$ cat src/rtl/clk_div_ctrl.sv
// Run-time programmable clock divider: o_div_clk = i_clk / N, divisor swapped only at period wrap.
// Optional CLK_DIV_ODD_DUTY_EN adds a negedge stage giving 50% duty for odd N.
module clk_div_ctrl #(
    parameter int unsigned CNT_WIDTH   = 8,
    parameter int unsigned DEFAULT_DIV = 12
) (
    input  logic                 i_clk,
    input  logic                 i_reset_n,
    input  logic                 i_en,
    input  logic                 i_cfg_valid,
    input  logic [CNT_WIDTH-1:0] i_cfg_div,
    output logic                 o_cfg_ready,
    output logic                 o_cfg_done,
    output logic                 o_cfg_err,
    output logic                 o_div_clk,
    output logic                 o_tick,
    output logic                 o_busy
);

    localparam logic [1:0] ST_IDLE = 2'd0;
    localparam logic [1:0] ST_RUN  = 2'd1;
    localparam logic [1:0] ST_STOP = 2'd2;

    localparam logic [CNT_WIDTH-1:0] DIV_RST = CNT_WIDTH'(DEFAULT_DIV);
    localparam logic [CNT_WIDTH-1:0] CNT_ONE = CNT_WIDTH'(1);
    localparam logic [CNT_WIDTH-1:0] CNT_TWO = CNT_WIDTH'(2);

    logic [1:0]           state_q, state_d;
    logic [CNT_WIDTH-1:0] cnt_q, cnt_d;
    logic [CNT_WIDTH-1:0] div_q, div_d;
    logic [CNT_WIDTH-1:0] pdiv_q, pdiv_d;
    logic                 pend_q, pend_d;
    logic                 pos_q, pos_d;
    logic                 done_q, done_d;
    logic                 err_q, err_d;

    logic                 wrap;
    logic                 accept;
    logic                 apply;
    logic [CNT_WIDTH-1:0] half;
    logic [CNT_WIDTH-1:0] cnt_next;

    always_comb begin
        state_d  = state_q;
        cnt_d    = cnt_q;
        div_d    = div_q;
        pdiv_d   = pdiv_q;
        pend_d   = pend_q;
        pos_d    = pos_q;
        done_d   = 1'b0;
        err_d    = 1'b0;

        wrap     = (state_q != ST_IDLE) && (cnt_q == (div_q - CNT_ONE));
        accept   = i_cfg_valid && !pend_q;
        apply    = pend_q && ((state_q == ST_IDLE) || wrap);
        cnt_next = wrap ? '0 : (cnt_q + CNT_ONE);

        // accept requires !pend_q, so accept and apply never coincide
        if (apply) begin
            div_d  = pdiv_q;
            pend_d = 1'b0;
            done_d = 1'b1;
        end
        if (accept) begin
            if (i_cfg_div < CNT_TWO) begin
                err_d = 1'b1;
            end else begin
                pend_d = 1'b1;
                pdiv_d = i_cfg_div;
            end
        end

        // high-phase length follows the divisor that governs the upcoming count
        half = div_d >> 1;

        case (state_q)
            ST_IDLE: begin
                cnt_d = '0;
                pos_d = 1'b0;
                if (i_en) begin
                    state_d = ST_RUN;
                    pos_d   = 1'b1;
                end
            end
            ST_RUN, ST_STOP: begin
                if ((state_q == ST_STOP) && !i_en && wrap) begin
                    state_d = ST_IDLE;
                    cnt_d   = '0;
                    pos_d   = 1'b0;
                end else begin
                    state_d = i_en ? ST_RUN : ST_STOP;
                    cnt_d   = cnt_next;
                    pos_d   = (cnt_next < half);
                end
            end
            default: begin
                state_d = ST_IDLE;
                cnt_d   = '0;
                pos_d   = 1'b0;
            end
        endcase
    end

    always_ff @(posedge i_clk or negedge i_reset_n) begin
        if (!i_reset_n) begin
            state_q <= ST_IDLE;
            cnt_q   <= '0;
            div_q   <= DIV_RST;
            pdiv_q  <= DIV_RST;
            pend_q  <= 1'b0;
            pos_q   <= 1'b0;
            done_q  <= 1'b0;
            err_q   <= 1'b0;
        end else begin
            state_q <= state_d;
            cnt_q   <= cnt_d;
            div_q   <= div_d;
            pdiv_q  <= pdiv_d;
            pend_q  <= pend_d;
            pos_q   <= pos_d;
            done_q  <= done_d;
            err_q   <= err_d;
        end
    end

`ifdef CLK_DIV_ODD_DUTY_EN
    logic neg_q, neg_d;

    // half-cycle extension of the high phase, only for odd divisors
    always_comb begin
        neg_d = pos_q && div_q[0] && (state_q != ST_IDLE);
    end

    always_ff @(negedge i_clk or negedge i_reset_n) begin
        if (!i_reset_n) begin
            neg_q <= 1'b0;
        end else begin
            neg_q <= neg_d;
        end
    end

    assign o_div_clk = pos_q | neg_q;
`else
    assign o_div_clk = pos_q;
`endif

    assign o_cfg_ready = !pend_q;
    assign o_cfg_done  = done_q;
    assign o_cfg_err   = err_q;
    assign o_tick      = (state_q != ST_IDLE) && (cnt_q == (div_q - CNT_ONE));
    assign o_busy      = (state_q != ST_IDLE);

endmodule

$ cat config.mk
export PLATFORM = sky130hd
export DESIGN_NAME = clk_div_ctrl
export DESIGN_NICKNAME = d
export VERILOG_FILES = /design/src/rtl/clk_div_ctrl.sv
export SDC_FILE = /design/constraint.sdc
export NUM_CORES = 1
export LEC_CHECK = 0
export BUFFER_PORTS_ARGS = -buffer_cell sky130_fd_sc_hd__buf_2
export CORE_MARGIN = 5
export CORE_UTILIZATION = 45
export DETAILED_ROUTE_END_ITERATION = 10
export GPL_TIMING_DRIVEN = 0
export HOLD_SLACK_MARGIN = 0.02
export PLACE_DENSITY_LB_ADDON = 0.1
export SKIP_LAST_GASP = 1
export SLEW_MARGIN = 20
export SYNTH_ARGS = -nofsm -noshare
export SYNTH_HDL_FRONTEND = slang
export SYNTH_SLANG_ARGS = --single-unit
$ cat constraint.sdc
create_clock -name i_clk -period 4.3 [get_ports i_clk]
set_input_delay 0.215 -clock i_clk [delete_from_list [all_inputs] [get_ports i_clk]]
set_output_delay 0.215 -clock i_clk [all_outputs]
set_load 0.005 [all_outputs]
# Word-level counts from Yosys, hierarchy flattened
# Cells that the tools add are included.
classes:
  n_addsub: 2
  magnitude_cmp: 2
  n_eq_ne: 4
  mux: 17
  bitwise: 1
  reduce_logical: 12
op_table:
  columns: ["op", "n"]
  rows:
  - ["8-bit 2-to-1 mux", 4]
  - ["8-bit by 1-bit adder with 8-bit output, second input constant", 1]
  - ["8-bit equality test", 1]
  - ["8-bit by 2-bit < comparator with 1-bit output, second input constant", 1]
  - ["8-bit by 7-bit < comparator with 1-bit output", 1]
  - ["1-bit 2-to-1 mux", 8]
  - ["8-bit by 1-bit subtractor with 8-bit output, second input constant", 1]
  - ["2-bit 2-to-1 mux", 3]
  - ["1-bit logical AND", 5]
  - ["2-bit case mux with 2 select lines", 1]
  - ["2-bit by 1-bit equality test with 1-bit output, second input constant", 1]
  - ["2-bit equality test, second input constant", 1]
  - ["1-bit zero test", 2]
  - ["2-bit zero test", 1]
  - ["2-bit inequality test, second input constant", 1]
  - ["1-bit case mux with 2 select lines", 1]
  - ["2-bit AND reduction", 1]
  - ["2-bit nonzero test", 1]
  - ["2-bit OR reduction", 1]
  - ["1-bit logical OR", 1]
  - ["1-bit NOT", 1]
word_totals:
  reg_bits: 30
  in_bits: 12
  out_inout_bits: 6
  elab_cells: 47

# Depth between registers and ports, before layout
depth:
  ltp_word: 9
  ltp_mapped: 18
  depth_no_buf: 16

# Least setup slack after synthesis
# OpenSTA, ideal clock, no wires.
synth_timing:
  path_type: "register -> register"
  start: "register div_q[2]"
  end: "register pos_q (netlist: o_div_clk)"
  setup_time_ps: 87
  t_arrival_ps: 4165
  required_time_ps: 4213
  path_slack_ps: 48
  path_stages_with_launch: 18
  synth_period_minus_slack_ps: 4252
  cell_sequence: "dfstp_2 > buf_6 > or4_4 > or4_4 > a2111oi_4 > o211ai_2 > and2_1 > nand2b_4 > buf_6 > buf_6 > mux2i_1 > ha_1 > a21o_1 > a2111oi_0 > o21ai_0 > mux2i_1 > o2111ai_1 > o211ai_1"
synth_via:
  elab_chain_len: 9
  elab_cells_between_ends: 11
synth_lines:
  columns: ["item", "line", "rtl"]
  rows:
  - ["from (decl)", "30", "logic [CNT_WIDTH-1:0] div_q, div_d;"]
  - ["from (signal assigned)", "117", "div_q <= div_d;"]
  - ["8-bit by 1-bit subtractor with 8-bit output", "53", "wrap = (state_q != ST_IDLE) && (cnt_q == (div_q - CNT_ONE));"]
  - ["8-bit equality test", "53", null]
  - ["1-bit logical AND", "53", null]
  - ["1-bit logical OR", "55", "apply = pend_q && ((state_q == ST_IDLE) || wrap);"]
  - ["1-bit logical AND", "55", null]
  - ["8-bit 2-to-1 mux", "59", "if (apply) begin"]
  - ["8-bit by 7-bit < comparator with 1-bit output", "93", "pos_d = (cnt_next < half);"]
  - ["1-bit 2-to-1 mux (*)", "86", "if ((state_q == ST_STOP) && !i_en && wrap) begin"]
  - ["1-bit case mux with 2 select lines (*)", "76", "case (state_q)"]
  - ["named net pos_d", "33", "logic pos_q, pos_d;"]
  - ["to (signal assigned)", "120", "pos_q <= pos_d;"]
  - ["to (decl)", "33", null]
# The timed path passes the listed nets; every way through them passes the cells marked *.
# A chain may end at the register's enable or synchronous reset.

# Worst setup path after layout
layout_timing:
  start: "register div_q[5]"
  end: "register pos_q (netlist: o_div_clk)"
# Same word-level chain as after synthesis.

==> results.json <==
{
  "core_sq_mm": 0.003971,
  "finalInstanceArea_sq_mm": 0.002137,
  "nNetsFinal": 222,
  "powerDensity_mw_per_mm2": 700.2,
  "track_usage_pct": 16.74,
  "dp_slack_ps": -269.5,
  "cts_buffers": 5,
  "ys_warn_count": 0,
  "worst_slack_ps": 252.1,
  "hold_violations": 0,
  "cap_violations": 0,
  "num_vias": 1359,
  "clock_latency_ps": 280,
  "wl_per_cell_um": 15.28,
  "root_buffer": "clkbuf_8",
  "final_util_pct": 53.81,
  "ys_ff_latch": 30,
  "clock_path_buffers": 2,
  "synth_edf_count": 0,
  "initial_core_util_pct": 46.12,
  "io_buffers": 17,
  "critPathKind": "flip-flop to flip-flop",
  "synthCells": 172,
  "drive_above_1_share_pct": 27.50,
  "drc": 0,
  "crit_slowest_cell": "or4_4",
  "cts_tree": "yes",
  "period_needed_ps": 4048,
  "core.rowCount": 23,
  "diodes": 0,
  "setup_viol": 0,
  "vias_per_cell": 5.436,
  "gp_congestion": 0.7831,
  "dpl.hpwl_mm": 2.879,
  "avgSynthCellArea_sq_um": 10.65,
  "crit_arrival_ps": 4240,
  "synth.net_count": 195,
  "dr.pass1.iters": 4,
  "worst_hold_path_type": "input pin to flip-flop",
  "synth_top_cell_by_area": "dfrtp_1",
  "dpl.cell_count": 239,
  "grt_start_max_net_pins": 31,
  "vdd_drop_max_mv": 0.3368,
  "instances_no_fill": 250,
  "cp-end-kind": "flip-flop",
  "netlist_top_cells_count": "dfrtp_1 (26), nor2_1 (15), inv_1 (12), nand2_1 (12), ha_1 (11)",
  "ys_types": 42,
  "p_leak_nw": 1.034,
  "placed_area_sq_mm": 0.001979,
  "clk_pin_slew_worst_paths_ps": 70,
  "ant_nets": 0,
  "rsz0062_at_grt": "false",
  "crit_required_ps": 4490,
  "wl_mm": 3.819,
  "clock_sinks": 30,
  "relSlewSlack_pct": 39.94,
  "yosys-top-cells-area": "dfrtp_1 (36%), ha_1 (7.5%), dfstp_2 (5.7%)",
  "finalMaxSlewViolations": 0,
  "yosysMostFrequentCell": "dfrtp_1",
  "grt_pass1_vias": 1456,
  "slowest_delay_ps": 570,
  "min_period_over_period_pct": 94.14,
  "synth_top_area_share_pct": 35.52,
  "htree_levels": 2,
  "die_height_um": 73.80,
  "cp_max_fo": 14,
  "antenna_found_initial": 0,
  "cp-start-kind": "flip-flop",
  "skew_ps": 4.811,
  "die_area_sq_mm": 0.005446,
  "synthFlopType": "dfrtp_1",
  "grt_pass1_wl_mm": 6.934,
  "synthesis.area_sq_mm": 0.001832,
  "die_w_um": 73.80,
  "grt_remaining_overflow": 0,
  "pin_count": 18,
  "tightestPinTransition_ps": 901.0,
  "crit_chain": "or4_4, or4_4, a2111oi_4, o211ai_2, and2_4, nand2b_4, buf_12, mux2i_2, ha_1, a21o_1, a2111oi_4, o21ai_1, mux2i_1, o2111ai_1, o211ai_1",
  "async_flop_share_pct": 100.0,
  "status": "finished, final reports clean",
  "area_growth_syn_to_layout_pct": 16.67,
  "drt_first_iter_violations": 87,
  "fmax_ghz": 0.2470,
  "power_mw": 1.496,
  "ys_seq_area_share_pct": 41.26
}
==> metrics by stage <==
stage	hold slack [ps]	TNS, ps
floorplan	-80.59	0
global placement	287.1	-285.2
detailed placement	297.2	-269.5
CTS	122.7	0
global route	142.7	0
finish	131.0	0
==> worst paths after layout <==
| kind | slack [ps] | start | to | cells after the start |
|---|---|---|---|---|
| worst max-delay path | 250 | div_q[5]$_DFF_PN0_ | o_div_clk$_DFF_PN0_ | 15 |
| worst min-delay path | 130 | i_en | state_q[1]$_DFFE_PN0P_ | 2 |
| worst max register to register | 250 | div_q[5]$_DFF_PN0_ | o_div_clk$_DFF_PN0_ | 15 |
| worst min register to register | 500 | pdiv_q[0]$_DFFE_PN0P_ | div_q[0]$_DFFE_PN0P_ | 1 |
| max in group asynchronous | 3350 | i_reset_n | cnt_q[7]$_DFF_PN0_ | 2 |
| min in group asynchronous | 500 | i_reset_n | o_cfg_done$_DFF_PN0_ | 2 |
==> placed cells by master (no fill, tap or decap), types with 4 or more instances in the layout <==
cell        n
and3_1      5
buf_2      17
clkbuf_8    6
dfrtp_1    26
dfstp_2     4
ha_1       11
inv_1      12
mux2_1      4
mux2_2      7
mux2i_1     6
nand2_1    12
nor2_1     14
nor3_1      4
o2111ai_1   4
xnor2_1     7
xor2_1      6
==> flip-flops by register name (all words and copies together) (netlist names) <==
| register | flops |
|---|---|
| pdiv_q | 8 |
| pend_q | 1 |
| o_cfg_done | 1 |
| cnt_q | 8 |
| o_div_clk | 1 |
| o_cfg_err | 1 |
| state_q | 2 |
| div_q | 8 |
==> routing by layer <==
layer  global-route usage [%]  part of all wire [%]  wire length (um)
met5                        0                     0                 0
met4                    8.451                   1.2                46
met3                    3.146                   3.6               139
met2                    25.89                    49              1884
met1                    22.24                    46              1749
==> timing repair <==
item	4_1_cts	5_1_grt
pin swaps	4	8
setup endpoints to repair	1	1
hold buffers	1	0
setup buffers	2	1
endpoints found under the hold margin	26	0
resized for setup	5	5
cloned	0	0
==> kinds of logic after synthesis <==
group / synth area share (%)
AO/OA/AOI/OAI: 11.34
multiplexers: 13.05
AND/OR/NAND/NOR: 15.92
adder cells (fa/ha/maj): 7.514
flip-flops: 41.26
XOR/XNOR: 6.216
buffers and inverters: 4.712
==> report_power, final <==
group | internal [mW] | switching [mW]
registers | 0.405 | 0.117
logic | 0.372 | 0.365
clock network | 0.128 | 0.109
==> final cells by class <==
type | instances | area, sq um
repair buffers | 21 | 117.6
inverters | 13 | 48.80
well taps | 50 | 62.56
clock buffers | 6 | 82.58
fillers | 358 | 1834
flip-flops and latches | 30 | 755.7
plain buffers | 3 | 35.03
multi-input cells | 125 | 1022
clock inverters | 2 | 12.51
==> critical path: cells and delay by family, from the launching register on <==
family / cells / cell delay, ps
fa+ha+maj: 1 / 300
simple gates: 4 / 1380
flops: 1 / 420
mux: 2 / 330
buf+inv: 1 / 150
compound gates: 7 / 1380
Power figures use the tool's default switching activity.
